## config.mk

```make
export PLATFORM = sky130hd
export DESIGN_NAME = alu_arbiter
export DESIGN_NICKNAME = d
export VERILOG_FILES = /design/src/rtl/alu_arb_pkg.sv /design/src/rtl/rr_arbiter2.sv /design/src/rtl/alu_arbiter.sv
export SDC_FILE = /design/constraint.sdc
export NUM_CORES = 1
export LEC_CHECK = 0
export ABC_AREA = 1
export CAP_MARGIN = 20
export CORE_MARGIN = 10
export CORE_UTILIZATION = 40
export CTS_CLUSTER_SIZE = 12
export DETAILED_ROUTE_END_ITERATION = 8
export PLACE_DENSITY = 0.85
export SETUP_SLACK_MARGIN = 0.02
export SLEW_MARGIN = 40
export SYNTH_ARGS = -nofsm -noshare
export SYNTH_HDL_FRONTEND = slang
export SYNTH_SLANG_ARGS = --single-unit
```

## constraint.sdc

```tcl
create_clock -name clk -period 2.1 [get_ports clk]
set_input_delay 0.21 -clock clk [delete_from_list [all_inputs] [get_ports clk]]
set_output_delay 0.21 -clock clk [all_outputs]
set_load 0.01 [all_outputs]
```

## src/rtl/alu_arb_pkg.sv

```systemverilog
// Shared definitions for the ALU arbiter: FSM encoding, port count, width defaults.
package alu_arb_pkg;
  localparam int N_REQ      = 2;
  localparam int DATA_W_DEF = 32;
  localparam int CTRL_W_DEF = 4;
  localparam int CNT_W_DEF  = 16;

  typedef enum logic [1:0] {
    IDLE = 2'd0,
    EXEC = 2'd1,
    RESP = 2'd2
  } state_e;
endpackage

```

## src/rtl/rr_arbiter2.sv

```systemverilog
// Two-way round-robin grant: a lone requester wins, a tie goes to the port
// that did not win last time.
module rr_arbiter2
  import alu_arb_pkg::*;
(
  input  logic [N_REQ-1:0] req_valid_i,
  input  logic             last_grant_i,
  output logic [N_REQ-1:0] gnt_o,
  output logic             gnt_idx_o
);

  // Pick the winner index, then expand to a one-hot grant if anyone asked.
  always_comb begin
    gnt_idx_o = (req_valid_i == 2'b11) ? ~last_grant_i : req_valid_i[1];
    gnt_o     = '0;
    if (|req_valid_i) gnt_o = gnt_idx_o ? 2'b10 : 2'b01;
  end

endmodule

```

## src/rtl/alu_arbiter.sv

```systemverilog
// Shares one single-cycle ALU between two valid/ready requesters.
// One op in flight: IDLE (grant + operand capture) -> EXEC (ALU settles,
// result captured) -> RESP (hold until owner consumes).
// Optional statistics counters are enabled with `define ALU_ARB_STATS_EN.
module alu_arbiter
  import alu_arb_pkg::*;
#(
  parameter int DATA_W = DATA_W_DEF,
  parameter int CTRL_W = CTRL_W_DEF
`ifdef ALU_ARB_STATS_EN
  ,parameter int CNT_W = CNT_W_DEF
`endif
)(
  input  logic                    clk,
  input  logic                    reset,
  input  logic [N_REQ-1:0]        req_valid,
  output logic [N_REQ-1:0]        req_ready,
  input  logic [N_REQ*DATA_W-1:0] req_in1,
  input  logic [N_REQ*DATA_W-1:0] req_in2,
  input  logic [N_REQ*CTRL_W-1:0] req_ctrl,
  output logic [N_REQ-1:0]        resp_valid,
  input  logic [N_REQ-1:0]        resp_ready,
  output logic [DATA_W-1:0]       resp_result,
  output logic                    resp_zero,
  output logic [DATA_W-1:0]       alu_in1,
  output logic [DATA_W-1:0]       alu_in2,
  output logic [CTRL_W-1:0]       alu_control,
  input  logic [DATA_W-1:0]       alu_result,
  input  logic                    alu_zero,
  output logic                    busy
`ifdef ALU_ARB_STATS_EN
  ,output logic [CNT_W-1:0]       grant_cnt0
  ,output logic [CNT_W-1:0]       grant_cnt1
  ,output logic [CNT_W-1:0]       stall_cnt
`endif
);

  state_e             state_q;
  logic               last_q;
  logic               owner_q;
  logic [DATA_W-1:0]  in1_q, in2_q, res_q;
  logic [CTRL_W-1:0]  ctrl_q;
  logic               zero_q;
  logic [N_REQ-1:0]   rvalid_q;
  logic [N_REQ-1:0]   gnt;
  logic               gnt_idx;

  rr_arbiter2 u_rr (
    .req_valid_i  (req_valid),
    .last_grant_i (last_q),
    .gnt_o        (gnt),
    .gnt_idx_o    (gnt_idx)
  );

  // Grants are only visible while idle; response backpressure never gates them.
  assign req_ready   = (state_q == IDLE) ? gnt : '0;
  assign busy        = (state_q != IDLE);
  assign resp_valid  = rvalid_q;
  assign resp_result = res_q;
  assign resp_zero   = zero_q;
  assign alu_in1     = in1_q;
  assign alu_in2     = in2_q;
  assign alu_control = ctrl_q;

  // Arbitration FSM with registered ALU operands and response.
  always_ff @(posedge clk) begin
    if (reset) begin
      state_q  <= IDLE;
      last_q   <= 1'b1;
      owner_q  <= 1'b0;
      in1_q    <= '0;
      in2_q    <= '0;
      ctrl_q   <= '0;
      res_q    <= '0;
      zero_q   <= 1'b0;
      rvalid_q <= '0;
    end else begin
      case (state_q)
        IDLE: if (|req_ready) begin
          in1_q   <= gnt_idx ? req_in1[2*DATA_W-1:DATA_W] : req_in1[DATA_W-1:0];
          in2_q   <= gnt_idx ? req_in2[2*DATA_W-1:DATA_W] : req_in2[DATA_W-1:0];
          ctrl_q  <= gnt_idx ? req_ctrl[2*CTRL_W-1:CTRL_W] : req_ctrl[CTRL_W-1:0];
          owner_q <= gnt_idx;
          last_q  <= gnt_idx;
          state_q <= EXEC;
        end
        EXEC: begin
          res_q    <= alu_result;
          zero_q   <= alu_zero;
          rvalid_q <= owner_q ? 2'b10 : 2'b01;
          state_q  <= RESP;
        end
        RESP: if (resp_ready[owner_q]) begin
          rvalid_q <= '0;
          state_q  <= IDLE;
        end
        default: state_q <= IDLE;
      endcase
    end
  end

`ifdef ALU_ARB_STATS_EN
  logic stall;
  assign stall = |(req_valid & ~req_ready);

  // Saturating grant and stall counters.
  always_ff @(posedge clk) begin
    if (reset) begin
      grant_cnt0 <= '0;
      grant_cnt1 <= '0;
      stall_cnt  <= '0;
    end else begin
      if (req_ready[0] && req_valid[0] && grant_cnt0 != '1) grant_cnt0 <= grant_cnt0 + 1'b1;
      if (req_ready[1] && req_valid[1] && grant_cnt1 != '1) grant_cnt1 <= grant_cnt1 + 1'b1;
      if (stall && stall_cnt != '1) stall_cnt <= stall_cnt + 1'b1;
    end
  end
`endif

endmodule

```

==> metrics.csv <==
stage,metric,value,unit
clock_network,cts_sinks,107,
synthesis,syn_area,0.00466,mm2
routing,wl_per_cell,16.7,um
die,floorplan.initialDensity,40.8,%
synthesis,synth.largest_area_cell,dfxtp_1,
sta,slew_viol_final,0,
sta,slew_headroom,53.2,%
synthesis,synth_xor_area_share,0,%
sta,min_period_over_period,92.9,%
synthesis,yosys.area_share.simple,36.4,%
routing,viasPerCell,4.94,
routing,wl,18400,um
power_and_ir_drop,p_int,4.14,mW
flow_run,maxCapViolations,0,
setup_path,critPathKind,register to primary output,
synthesis,yosysWarnings,0,
synthesis,synth.area.mux_share,0,%
sta,setup_ws,0.149,ns
die,rows,39,
clock_network,post_cts_resize_count,0,
die,core_area,0.0114,mm2
sta,finalSetupTns,0,ns
sta,fmax,513,MHz
power_and_ir_drop,pwr-share-clk,29.1,%
global_route,grt_pass1_vias,5429,
finish,design_area,0.00781,mm2
power_and_ir_drop,power_leakage,3.35,nW
min_path,min_to,alu_in2[24]$_SDFFE_PP0P_,
min_path,holdCritStartpoint,req_valid[1],
global_route,grt_pass1_wl,28300,um
die,die_h,128,um
global_route,grt_max_degree,69,
synthesis,ys_ff_latch,107,
power_and_ir_drop,ir_drop,487,uV
synthesis,synth_area_leaders,"dfxtp_1 46%, nor2_1 17%, nand2_1 12%, nand3_1 7.8%, o21ai_0 5.6%",
routing,drc,0,
synthesis,synth-adder-area-share,0,%
global_route,top_usage_layer,met2,
min_path,hold_path.class,input pin to register,
global_route,met2_usage,35.3,%
sta,whs,0.464,ns
synthesis,synthFlopType,dfxtp_1,
routing,vias,5435,
synthesis,synth_common_cells,"205 x nor2_1, 146 x nand2_1, 107 x dfxtp_1",
setup_path,cp.arrival,1.74,ns
synthesis,synth_top_family_by_area,simple AND/OR/NAND/NOR gates,
sta,clock-skew-final,0.00543,ns
global_route,antenna_found_initial,1,
clock_network,post_cts_buffers,0,
setup_path,critPathLaunchType,register,
synthesis,ys_seq_area_share,46.0,%
power_and_ir_drop,powerDensity,754,mW/mm2
global_route,grt_overflow,0,
routing,drt_iter0_markers,374,
placed_design,port_buffers,280,
sta,finalHoldViolCount,0,
setup_path,rr_worst_depth,7,
synthesis,synth_top_cell_area_share,46.0,%
setup_path,rr_endpoint,alu_in2[25]$_SDFFE_PP0P_,
synthesis,syn_nets,875,
routing,drt_pass1_iterations,5,
clock_network,cts_hold_buf,0,
clock_network,root_buffer,clkbuf_16,
die,io_pins,281,
global_route,globalRouteMet3Util,9.80,%
synthesis,synth_compound_area_share,11.7,%
placed_design,dp_worst_setup_slack,0.0905,ns
placed_design,gp_congestion,0.845,
finish,nets,1127,
outcome,outcome,completed,
setup_path,rr_startpoint,last_q$_SDFFE_PP1P_,
synthesis,yosysUniqueCellTypes,19,
sta,period_needed,1.95,ns
power_and_ir_drop,switching_power,1.75,mW
power_and_ir_drop,p_comb_share,30.2,%
placed_design,place_area,0.00751,mm2
sta,setup_violations,0,
setup_path,r2r_slack,0.54,ns
synthesis,synth_area_per_cell,6.66,um2
sta,grt_setup_unrepaired,no,
clock_network,numCtsBuffers,9,
min_path,hold_depth,5,
global_route,grt.met1_usage,23.6,%
synthesis,synth_most_common_cell,nor2_1,
clock_network,cts_buffer_depth,2,
synthesis,synth-edff-count,0,
setup_path,required,1.89,ns
clock_network,cts_tree,yes,
die,die_w,128,um
power_and_ir_drop,seqPwrFrac,40.7,%
finish,drive_above_1_share,3.97,%
die,dieArea,0.0164,mm2
clock_network,clk_pin_slew_worst_paths,0.07,ns
routing,antenna_left,0,
sta,worst_pin_slew,0.702,ns
setup_path,worst-path-max-fanout,3,
finish,syn_to_final_growth,67.6,%
clock_network,clkLatencyLatePin,0.34,ns
global_route,grtUsageTotal,21.2,%
clock_network,h-tree-depth,3,
synthesis,async_flop_share,0,%
finish,diodes,0,
synthesis,syn-instance-count,700,
placed_design,dp.final_hpwl,13800,um
setup_path,end_kind,primary output,
power_and_ir_drop,sw_frac_of_total,29.7,%
## metrics by stage
| stage | std cells | util, % | power, mW |
|---|---|---|---|
| floorplan | 700 | - | 3.22 |
| global placement | 1084 | 65.7 | 4.21 |
| detailed placement | 1084 | 65.7 | 4.23 |
| CTS | 1100 | 68.4 | 5.95 |
| global route | 1100 | 68.4 | 6.22 |
| finish | 1100 | 68.4 | 5.89 |
## power by group through the flow
stage | combinational [mW] | sequential (mW) | clock (mW)
2_1_floorplan | 0.676 | 2.54 | 0
3_3_place_gp | 1.78 | 2.43 | 0
3_5_place_dp | 1.79 | 2.44 | 0
4_1_cts | 1.80 | 2.40 | 1.75
5_1_grt | 1.95 | 2.43 | 1.84
6_report | 1.78 | 2.40 | 1.71
## final cells by class
class | count | area, um2
Clock buffer | 9 | 225
Clock inverter | 7 | 77.6
Fill cell | 968 | 3610
Inverter | 7 | 26.3
Multi-Input combinational cell | 533 | 2240
Sequential cell | 107 | 2140
Tap cell | 143 | 179
Timing Repair Buffer | 294 | 2920
## cells in the final DEF (no fill, tap or decap)
cell             instances
buf_12                   1
nand2_2                  2
inv_1                    3
clkinvlp_4               1
inv_6                    1
buf_4                   13
o21ai_4                  1
clkbuf_16                9
clkdlybuf4s50_1        279
inv_2                    3
clkinv_4                 3
dfxtp_1                107
nor2_1                 205
o21ai_1                 50
bufinv_16                1
buf_2                    1
nor2_2                   1
clkinv_1                 1
a21oi_1                  4
o21ai_0                 52
clkinv_2                 1
nand2_1                145
nand3_1                 73
## cell families (layout without fill, tap and decap cells)
family | after synthesis | after routing
flops | 107 | 107
simple gates | 426 | 426
buf+inv | 60 | 317
compound gates | 107 | 107
## layer usage
metal / routed length (um) / up-vias
met1: 7230 / 2441
met2: 8670 / 227
met5: 0 / -
met3: 2130 / 26
met4: 357 / 0
li1: - / 2741
## critical path, stage by stage, from the launching register on
cell             delay (ns)
dfxtp_1                0.33
nor2_2                 0.23
nand3_1                0.20
inv_1                  0.09
clkdlybuf4s50_1        0.56
## sequential cells by signal (all words and copies together) (netlist names)
| signal | flops |
|---|---|
| alu_in1 | 32 |
| resp_zero | 1 |
| alu_control | 4 |
| owner_q | 1 |
| state_q | 2 |
| last_q | 1 |
| alu_in2 | 32 |
| resp_valid | 2 |
| resp_result | 32 |
## how the worst max path moves through the flow
stage | slack (ns) | cells after the start | startpoint | endpoint
after floorplan | 0.83 | 6 | last_q$_SDFFE_PP1P_ | req_ready[0]
after global placement | 0.16 | 8 | req_valid[0] | alu_in2[6]$_SDFFE_PP0P_
after detailed placement | 0.09 | 8 | req_valid[0] | alu_in2[25]$_SDFFE_PP0P_
after CTS | 0.13 | 4 | state_q[1]$_SDFFE_PP0P_ | req_ready[1]
after global routing | 0.07 | 4 | state_q[1]$_SDFFE_PP0P_ | req_ready[1]
final | 0.15 | 4 | state_q[1]$_SDFFE_PP0P_ | req_ready[1]
Power figures use the tool's default switching activity.
